==> src/rtl/prog_loader_imem_pkg.sv <==
`timescale 1ns/1ps
`default_nettype none
// ============================================================================
//  Module   : prog_loader_imem_pkg
//  Brief    : Shared sizes, state encoding and idle word for the loader/imem.
//  Revision : 1.0
// ============================================================================
package prog_loader_imem_pkg;

    localparam int ADDR_W = 6;
    localparam int DATA_W = 16;
    localparam int DEPTH  = 2 ** ADDR_W;
    localparam int CNT_W  = ADDR_W + 1;

    localparam logic [DATA_W-1:0] c_NOP     = 16'h0000;
    localparam logic [15:0]       c_MAX_LEN = 16'(DEPTH);

    typedef enum logic [2:0] {
        S_IDLE   = 3'd0,
        S_LEN_HI = 3'd1,
        S_LEN_LO = 3'd2,
        S_DAT_HI = 3'd3,
        S_DAT_LO = 3'd4,
        S_RUN    = 3'd5
    } state_t;

    // A header is usable only if it names at least one word and fits the store.
    function automatic logic len_ok(input logic [15:0] len);
        return (len != 16'd0) && (len <= c_MAX_LEN);
    endfunction

endpackage
`default_nettype wire

==> src/rtl/imem_array.sv <==
`timescale 1ns/1ps
`default_nettype none
// ============================================================================
//  Module   : imem_array
//  Brief    : DEPTH x DATA_W store, synchronous write, asynchronous read.
//  Revision : 1.0
// ============================================================================
module imem_array
    import prog_loader_imem_pkg::*;
(
    input  logic              clk,
    input  logic              we,
    input  logic [ADDR_W-1:0] waddr,
    input  logic [DATA_W-1:0] wdata,
    input  logic [ADDR_W-1:0] raddr,
    output logic [DATA_W-1:0] rdata
);

    // Contents deliberately survive reset so a partial program stays visible.
    logic [DATA_W-1:0] r_mem [DEPTH];

    always_ff @(posedge clk) begin
        if (we) begin
            r_mem[waddr] <= wdata;
        end
    end

    assign rdata = r_mem[raddr];

endmodule
`default_nettype wire

==> src/rtl/prog_loader_imem.sv <==
`timescale 1ns/1ps
`default_nettype none
// ============================================================================
//  Module   : prog_loader_imem
//  Brief    : Byte-stream program loader feeding an instruction store.
//  Revision : 1.0
// ============================================================================
module prog_loader_imem
    import prog_loader_imem_pkg::*;
(
    input  logic              clk_main,
    input  logic              reset,
    input  logic              start_load,
    input  logic [7:0]        rx_data,
    input  logic              rx_valid,
    output logic              rx_ready,
    input  logic [ADDR_W-1:0] PC,
    output logic [DATA_W-1:0] InstructIn,
    output logic              cpu_reset,
    output logic              load_done,
    output logic              load_err,
    output logic [CNT_W-1:0]  load_count
);

    state_t              r_state;
    state_t              w_next_state;
    logic                r_rx_ready;
    logic                r_cpu_reset;
    logic                r_load_done;
    logic                r_load_err;
    logic [CNT_W-1:0]    r_load_count;
    logic [ADDR_W-1:0]   r_addr;
    logic [7:0]          r_len_hi;
    logic [CNT_W-1:0]    r_len;
    logic [7:0]          r_data_hi;

    logic                w_xfer;
    logic [15:0]         w_len;
    logic [CNT_W-1:0]    w_count_inc;
    logic                w_we;
    logic [DATA_W-1:0]   w_wdata;
    logic [DATA_W-1:0]   w_rdata;

    assign w_xfer      = rx_valid & r_rx_ready;
    assign w_len       = {r_len_hi, rx_data};
    assign w_count_inc = r_load_count + CNT_W'(1);
    assign w_we        = (r_state == S_DAT_LO) && w_xfer;
    assign w_wdata     = {r_data_hi, rx_data};

    always_comb begin
        w_next_state = r_state;
        case (r_state)
            S_IDLE:   if (start_load) w_next_state = S_LEN_HI;
            S_LEN_HI: if (w_xfer)     w_next_state = S_LEN_LO;
            S_LEN_LO: if (w_xfer)     w_next_state = len_ok(w_len) ? S_DAT_HI : S_IDLE;
            S_DAT_HI: if (w_xfer)     w_next_state = S_DAT_LO;
            S_DAT_LO: if (w_xfer)     w_next_state = (w_count_inc == r_len) ? S_RUN : S_DAT_HI;
            S_RUN:    if (start_load) w_next_state = S_LEN_HI;
            default:                  w_next_state = S_IDLE;
        endcase
    end

    // Status outputs are registered from the next state so they line up with it.
    always_ff @(posedge clk_main or posedge reset) begin
        if (reset) begin
            r_state      <= S_IDLE;
            r_rx_ready   <= 1'b0;
            r_cpu_reset  <= 1'b1;
            r_load_done  <= 1'b0;
            r_load_err   <= 1'b0;
            r_load_count <= '0;
            r_addr       <= '0;
            r_len_hi     <= '0;
            r_len        <= '0;
            r_data_hi    <= '0;
        end else begin
            r_state     <= w_next_state;
            r_cpu_reset <= (w_next_state != S_RUN);
            r_load_done <= (w_next_state == S_RUN);
            r_rx_ready  <= (w_next_state == S_LEN_HI) || (w_next_state == S_LEN_LO) ||
                           (w_next_state == S_DAT_HI) || (w_next_state == S_DAT_LO);

            case (r_state)
                S_IDLE, S_RUN: begin
                    if (start_load) begin
                        r_load_err   <= 1'b0;
                        r_load_count <= '0;
                        r_addr       <= '0;
                    end
                end
                S_LEN_HI: begin
                    if (w_xfer) r_len_hi <= rx_data;
                end
                S_LEN_LO: begin
                    if (w_xfer) begin
                        if (len_ok(w_len)) begin
                            r_len <= w_len[CNT_W-1:0];
                        end else begin
                            r_load_err <= 1'b1;
                        end
                    end
                end
                S_DAT_HI: begin
                    if (w_xfer) r_data_hi <= rx_data;
                end
                S_DAT_LO: begin
                    if (w_xfer) begin
                        r_addr       <= r_addr + ADDR_W'(1);
                        r_load_count <= w_count_inc;
                    end
                end
                default: ;
            endcase
        end
    end

    imem_array u_imem_array (
        .clk   (clk_main),
        .we    (w_we),
        .waddr (r_addr),
        .wdata (w_wdata),
        .raddr (PC),
        .rdata (w_rdata)
    );

    assign rx_ready   = r_rx_ready;
    assign cpu_reset  = r_cpu_reset;
    assign load_done  = r_load_done;
    assign load_err   = r_load_err;
    assign load_count = r_load_count;
    assign InstructIn = (r_state == S_RUN) ? w_rdata : c_NOP;

endmodule
`default_nettype wire
==> config.mk <==
export PLATFORM = sky130hd
export DESIGN_NAME = prog_loader_imem
export DESIGN_NICKNAME = d
export VERILOG_FILES = /design/src/rtl/prog_loader_imem_pkg.sv /design/src/rtl/imem_array.sv /design/src/rtl/prog_loader_imem.sv
export SDC_FILE = /design/constraint.sdc
export NUM_CORES = 1
export LEC_CHECK = 0
export CORE_ASPECT_RATIO = 0.75
export CORE_UTILIZATION = 45
export DETAILED_ROUTE_END_ITERATION = 6
export MAX_ROUTING_LAYER = met4
export PLACE_DENSITY = 0.66
export SYNTH_ARGS = -nofsm -noshare
export SYNTH_HDL_FRONTEND = slang
export SYNTH_SLANG_ARGS = --single-unit
==> constraint.sdc <==
create_clock -name clk_main -period 4.81 [get_ports clk_main]
set_input_delay 1.443 -clock clk_main [delete_from_list [all_inputs] [get_ports clk_main]]
set_output_delay 1.443 -clock clk_main [all_outputs]
set_load 0.02 [all_outputs]
==> impl_summary.txt, run 1 <==
----------------------------------------------------
[Synthesis]
  Post-synthesis async set-or-reset flop share ... 4.030%
  Portion of netlist area occupied by mux cells ... 15.28%
  Post-synth top area share ... 74.53%
  Number of warnings printed during yosys synthesis ... 0
  EDFF count, synth ... 1024
  Post-Syn Nets ... 1950
  Count of state elements after synthesis ... 1067
  Main combinational cell family by area after synthesis ... multiplexers
  Post-Synthesis Cells ... 1930
  Synth Area in Adders ... 0.06066%
  Area contributors post-synth ... sky130_fd_sc_hd__edfxtp_1 (75%), sky130_fd_sc_hd__mux4_2 (14%), sky130_fd_sc_hd__dfrtp_1 (2.5%)
  Sequential area share after synthesis ... 77.14%
  Post-synthesis xor/xnor area fraction ... 0.2548%
  Biggest area consumer among synthesized cells ... sky130_fd_sc_hd__edfxtp_1
  Area of the mapped netlist ... 41260 um^2
  Post-synth top flop ... sky130_fd_sc_hd__edfxtp_1
  Share of the synthesized area in compound gates (AO/OA/AOI/OAI) ... 3.457%
  Number of distinct library cell variants in the gate-level netlist after synthesis ... 62
  Basic-gate share of the synthesized area counting and, or, nand and nor cells ... 2.648%
  Mean post-synth cell area ... 21.38 um^2

[Die]
  Count of boundary I/O pins ... 45
  Initial standard-cell utilization of the core ... 45.73%
  Height of the chip ... 264.2 um
  Die area ... 92910 um^2
  Chip width ... 351.6 um
  Placeable Area ... 90220 um^2
  Cell Rows ... 95

[Clock network]
  Hold Buf Count CTS ... 0
  Clock tree from TritonCTS ... yes
  Maximum level of the CTS H-tree ... 3
  Clk sink count ... 1067
  Clock tree root buffer cell ... sky130_fd_sc_hd__clkbuf_16
  Max Root-Sink Buffers ... 3
  Worst-Skew Late Latency ... 0.67 ns
  Clock-pin slew on the worst setup and hold paths ... 0.06 ns
  CTS Buf Count ... 99

[Finish]
  Layout filler cell count ... 6505
  Area growth, synth to finish ... 23.21%
  Sequential cell area in the final layout ... 31840 um^2
  Fraction of final layout cells sized beyond drive strength 1 ... 40.66%
  Combined area of the multi-input logic cells ... 9739 um^2
  Number of nets in the finished design ... 2380
  Cell area after layout ... 50830 um^2

[GRT]
  Maximum number of pins on one net before global-route repair ... 68
  Wire length of the first global-routing pass ... 157000 um
  Number of antenna violations at the first check in global routing ... 3
  Gr usage total ... 24.64%
  Remaining global-route overflow ... 0
  Via count of the first global-routing pass ... 21.74k

[Timing]
  Clk_skew ... 0.01961 ns
  Final Max Slew Viols ... 0
  Total negative slack ... -0.7125 ns
  Number of setup violations in the final report ... 11
  Worst Tran Pin Value ... 1.252 ns
  Hold violation total from the final report ... 0
  Highest achievable clock rate ... 198.7 MHz
  Unrepaired setup endpoints after global routing ... yes
  Final worst-path setup slack ... -0.2225 ns
  Clock period minus final worst setup slack ... 5.033 ns
  Max_slew headroom ... 16.50%
  Minimum hold slack ... 0.5096 ns
  Post-route fraction of the period consumed by the critical path ... 104.6%

[Pwr]
  Net switching power of the design ... 5.039 mW
  Comb pwr share ... 9.7%
  Leakage dissipation ... 16.75 nW
  Internal power ... 16.47 mW
  Sequential group share of total power ... 52.1%
  Share of total power consumed by net switching ... 23.43%
  Relative contribution of the clock network to total power ... 38.2%
  Power per standard cell area ... 423.0 nW/um^2
  Maximum vdd ir drop ... 365.6 uV

[Placement]
  I/O Buffers ... 44
  Placed Instance Area ... 45300 um^2
  Half-perimeter wire length after placement ... 69050 um
  Final weighted congestion in routability-driven placement ... 0.9274

[Routing]
  Post-DR wirelength/cell ... 30.26 um
  Remaining design rule violation count ... 0
  Total detailed-routing wirelength ... 110600 um
  Antenna-violating nets left ... 0
  DR iter-0 viols ... 3078
  Number of iterations in the first detailed-routing pass ... 7
  Routed vias ... 22.43k
  Vias per std cell ... 6.135

[Critical path]
  Minimum setup slack among reg-to-reg paths ... 1.59 ns
  Cell occurring most often along the worst timing path ... sky130_fd_sc_hd__buf_16
  CP max-delay cell ... sky130_fd_sc_hd__mux4_2
  Crit path max fanout ... 6
  Critical setup path kind ... in -> out
  Cell family contributing the most delay on the critical path ... buffers and inverters
  Delay of the slowest cell on the worst path ... 0.53 ns
  Crit path required time ... 3.37 ns
  Capturing element type of the critical path ... output pin
  Buffering stage count on the worst path with inverters included ... 5
  Arrival time reported for the critical path endpoint ... 3.59 ns
  Crit-path cells ... buf_16 > buf_16 > buf_8 > mux4_2 > mux2i_2 > buf_4 > nor2_4 > a21oi_2 > nand3b_1 > buf_6
  Startpoint type of the worst setup path ... input port

[Outcome]
  Outcome ... complete, but fails checks
  Violations in the final reports ... setup timing

[Job]
  Maximum Capacitance Violations ... 0

[Hold path]
  HP Class ... reg -> reg

----------------------------------------------------
## cell usage in the layout (no fill, tap or decap), drive strengths merged, types with 6 or more instances in the layout
cell type,synthesis,layout
inv,9,11
clkbuf,34,122
bufinv,0,16
mux2,26,26
nand4,8,8
xnor2,6,6
nand3,30,30
edfxtp,1024,1024
clkdlybuf4s50,0,14
and2,6,6
xor2,6,6
clkinv,0,41
a21oi,45,45
mux2i,29,29
nor2b,11,11
o221ai,15,15
dfrtp,42,42
buf,66,409
a22oi,78,78
mux4,254,254
nor2,103,103
o21ai,21,21
a22o,13,13
nand2,33,33
## layer usage
layer	up-vias	global-route usage (%)	share of wire (%)
met3	147	6.295	11
met5	-	-	0
met1	11940	36.83	42
met2	1330	34.11	44
met4	0	5.358	1.9
li1	9012	-	-
## area by class of cell
class	instances	area share [%]
Timing Repair Buffer	429	8.477
Multi-Input combinational cell	754	19.16
Tap cell	1212	2.983
Sequential cell	1067	62.63
Inverter	9	0.07138
Antenna cell	2	0.009846
Clock inverter	64	1.460
Clock buffer	119	5.208
## logic make-up after synthesis
family	Yosys count
flops	1067
mux	309
simple gates	228
compound gates	203
buf+inv	109
xor+xnor	12
fa+ha+maj	2
## timing repair
item,CTS,global route
pin swaps,29,50
buffers inserted,46,45
endpoints found under the setup margin,16,16
cloned,6,3
gates resized for setup,232,116
## worst register-to-register path, delay by kind of cell, from the launching register on
family / cells / cell delay, ns
buffers and inverters: 1 / 0.34
and+or+nand+nor: 5 / 2.00
DFF: 1 / 0.55
## through the flow
stage | worst slack [ns] | util, % | cells | total power [mW]
after detailed placement | -0.7631 | 50.21 | 3383 | 13.23
after global placement | -0.7698 | 50.21 | 3383 | 13.15
final | -0.2225 | 56.34 | 3656 | 21.50
after CTS | -0.1722 | 55.45 | 3616 | 21.49
after floorplan | 0.1617 | - | 1930 | 12.19
after global routing | -0.2025 | 56.34 | 3656 | 22.06
## registers in the layout (all words and copies together), names as in the netlist
signal,count
r_state,3
r_len,7
rx_ready,1
r_data_hi,8
load_err,1
r_addr,6
load_count,7
load_done,1
cpu_reset,1
u_imem_array.r_mem,1024
r_len_hi,8
## synthesized netlist by cell type, drive strengths merged (8+ instances only)
master  number
nand4        8
o221ai      15
nor2b       11
mux2i       29
edfxtp    1024
buf         66
nor2       103
dfrtp       42
mux2        26
a22oi       78
inv          9
mux4       254
a22o        13
o21ai       21
nand2       33
clkbuf      34
a21oi       45
nand3       30
## power by group through the flow
stage          sequential (mW)  combinational [mW]  clock (mW)
2_1_floorplan             11.5               0.695           0
3_3_place_gp              11.4                1.78           0
3_5_place_dp              11.4                1.84           0
4_1_cts                   11.2                1.99        8.31
5_1_grt                   11.2                2.19        8.66
6_report                  11.2                2.09        8.22
## worst paths after layout
check | endpoint | cells after the start | start
setup / recovery | InstructIn[12] | 10 | PC[1]
hold / removal | r_len[5] | 1 | r_len[5]
setup reg to reg | u_imem_array.r_mem[26][6] | 6 | r_state[1]
hold reg to reg | r_len[5] | 1 | r_len[5]
max in group asynchronous | r_data_hi[7] | 2 | reset
min in group asynchronous | r_data_hi[0] | 2 | reset
Note: power is estimated with default switching activity, not from simulation.
==> run 2, diff against run 1 <==
--- a/config.mk
+++ b/config.mk
@@ -10,6 +10,7 @@
 export DETAILED_ROUTE_END_ITERATION = 6
 export MAX_ROUTING_LAYER = met4
 export PLACE_DENSITY = 0.66
+export REMOVE_ABC_BUFFERS = 1
 export SYNTH_ARGS = -nofsm -noshare
 export SYNTH_HDL_FRONTEND = slang
 export SYNTH_SLANG_ARGS = --single-unit
==> impl_summary.txt, run 2 (synthesis results as in run 1) <==
----------------------------------------------------
[Die]
  Die area ... 92910 um^2
  Chip width ... 351.6 um
  Initial standard-cell utilization of the core ... 45.73%
  Height of the chip ... 264.2 um
  Count of boundary I/O pins ... 45
  Cell Rows ... 95
  Placeable Area ... 90220 um^2

[Routing]
  WL met3 ... 12380 um
  DR iter-0 viols ... 3102
  Vias per std cell ... 6.017
  Remaining design rule violation count ... 0
  Routed vias ... 21.56k
  Number of iterations in the first detailed-routing pass ... 5
  Highest routed layer ... met4
  Antenna-violating nets left ... 0
  Detailed-route wire length on metal 1 ... 45150 um
  Post-DR wirelength/cell ... 29.58 um
  Total detailed-routing wirelength ... 106000 um
  Detailed-routed wire length on met2 ... 46270 um

[Finish]
  Most common cell after layout, fill and taps aside ... sky130_fd_sc_hd__edfxtp_1
  Layout filler cell count ... 6678
  Largest register by flop count ... u_imem_array.r_mem
  Number of nets in the finished design ... 2309
  Most used cells in the layout excluding fill and tap cells ... sky130_fd_sc_hd__edfxtp_1 (1024), sky130_fd_sc_hd__mux4_2 (254), sky130_fd_sc_hd__buf_4 (244)
  Combined area of the multi-input logic cells ... 9594 um^2
  Max reg flops ... 1024
  Area growth, synth to finish ... 20.64%
  Sequential cell area in the final layout ... 31840 um^2
  Biggest registers after layout ... u_imem_array.r_mem (1024), r_data_hi (8), r_len_hi (8)
  Fraction of final layout cells sized beyond drive strength 1 ... 37.43%
  Utilization after layout ... 55.17%

[GRT]
  Number of antenna violations at the first check in global routing ... 4
  Via count of the first global-routing pass ... 21.27k
  Wire length of the first global-routing pass ... 151600 um
  Maximum number of pins on one net before global-route repair ... 68
  Gr usage total ... 23.76%
  Remaining global-route overflow ... 0

[Clock network]
  Clock tree root buffer cell ... sky130_fd_sc_hd__clkbuf_16
  CTS Buf Count ... 98
  Clock-pin slew on the worst setup and hold paths ... 0.06 ns
  Clk sink count ... 1067
  Worst-Skew Late Latency ... 0.67 ns
  Clock tree from TritonCTS ... yes
  Hold Buf Count CTS ... 0
  Maximum level of the CTS H-tree ... 3
  Max Root-Sink Buffers ... 3

[Critical path]
  CP max-delay cell ... sky130_fd_sc_hd__mux4_2
  Beginning of the worst register-to-register path ... r_state[2]
  Delay of the slowest cell on the worst path ... 0.58 ns
  Crit-path cells ... buf_16 > buf_12 > buf_16 > buf_8 > mux4_2 > nand4_1 > o311ai_4 > a21oi_2 > nand3b_1 > buf_6
  Arrival time reported for the critical path endpoint ... 3.56 ns
  Buffering stage count on the worst path with inverters included ... 5
  Crit path max fanout ... 8
  Startpoint type of the worst setup path ... input port
  Cell family contributing the most delay on the critical path ... buffers and inverters
  Launching instance or port of the critical path ... PC[0]
  Critical setup path kind ... in -> out
  Cell occurring most often along the worst timing path ... sky130_fd_sc_hd__buf_16
  Crit path required time ... 3.37 ns
  Register-to-Register Path Depth ... 6
  Capturing element type of the critical path ... output pin
  Number of cells on the critical path ... 10

[Timing]
  Minimum hold slack ... 0.5134 ns
  Clk_skew ... 0.03182 ns
  Worst Tran Pin Value ... 1.335 ns
  Total negative slack ... -2.085 ns
  Final Max Slew Viols ... 0
  Clock period minus final worst setup slack ... 5.005 ns
  Max_slew headroom ... 10.99%
  Post-route fraction of the period consumed by the critical path ... 104.1%
  Number of setup violations in the final report ... 16
  Unrepaired setup endpoints after global routing ... yes
  Highest achievable clock rate ... 199.8 MHz
  Hold violation total from the final report ... 0
  Final worst-path setup slack ... -0.1951 ns

[Pwr]
  Maximum vdd ir drop ... 287.5 uV
  Tot Pwr ... 21.04 mW
  Leakage dissipation ... 16.25 nW
  Power per standard cell area ... 422.8 nW/um^2

[Hold path]
  Cells on Worst Hold Path ... 1
  HP Class ... reg -> reg
  Worst min-delay path startpoint ... r_data_hi[1]

[Job]
  Maximum Capacitance Violations ... 0

[Placement]
  Final weighted congestion in routability-driven placement ... 0.8716
  I/O Buffers ... 44
  Half-perimeter wire length after placement ... 64930 um

[Outcome]
  Violations in the final reports ... setup timing
  Outcome ... complete, but fails checks

----------------------------------------------------
## run 2: changes by cell type in the layout (fill, tap and decap cells not counted), sizes merged
cell / change
bufbuf: +1
bufinv: -5
clkinvlp: -1
inv: +1
clkbuf: -6
buf: -69
clkinv: +4
diode: +2
## run 2: worst paths after layout
kind                                                   end  slack (ns)
worst max-delay path                        InstructIn[12]       -0.20
worst min register to register                r_data_hi[1]        0.51
max in group asynchronous                     r_data_hi[4]        2.70
min in group asynchronous                      r_len_hi[5]        1.28
worst min-delay path                          r_data_hi[1]        0.51
worst max register to register  u_imem_array.r_mem[48][14]        1.56
## run 2: what timing repair did
item / in CTS / in global routing
cloned: 4 / 1
endpoints found under the setup margin: 16 / 16
resized for setup: 199 / 46
setup buffers: 29 / 8
pin swaps: 54 / 28
## run 2: layer usage
| metal | vias up | track usage, % |
|---|---|---|
| met5 | - | - |
| met4 | 0 | 5.300 |
| met3 | 138 | 8.442 |
| met2 | 1142 | 32.44 |
| met1 | 11419 | 34.25 |
| li1 | 8859 | - |
## run 2: layout make-up
type                    count  share of cell area [%]
diodes                      4                 0.02011
clock buffers             115                   5.284
clock inverters            63                   1.177
inverters                   9                 0.06788
multi-input cells         754                   19.28
flip-flops and latches   1067                   63.97
well taps                1212                   3.047
repair buffers            359                   7.160
## run 2: where the power goes
| group | internal, mW | switching (mW) |
|---|---|---|
| Combinational | 0.674 | 1.13 |
| Sequential | 10.9 | 0.467 |
| Clock | 4.48 | 3.36 |
## run 2: through the flow
step	cells	worst slack, ns	cell area [um^2]
CTS	3572	-0.1463	49460
floorplan	1830	0.1226	40810
global route	3583	-0.2469	49770
finish	3583	-0.1951	49770
global placement	3367	-0.8092	45130
detailed placement	3367	-0.7876	45130
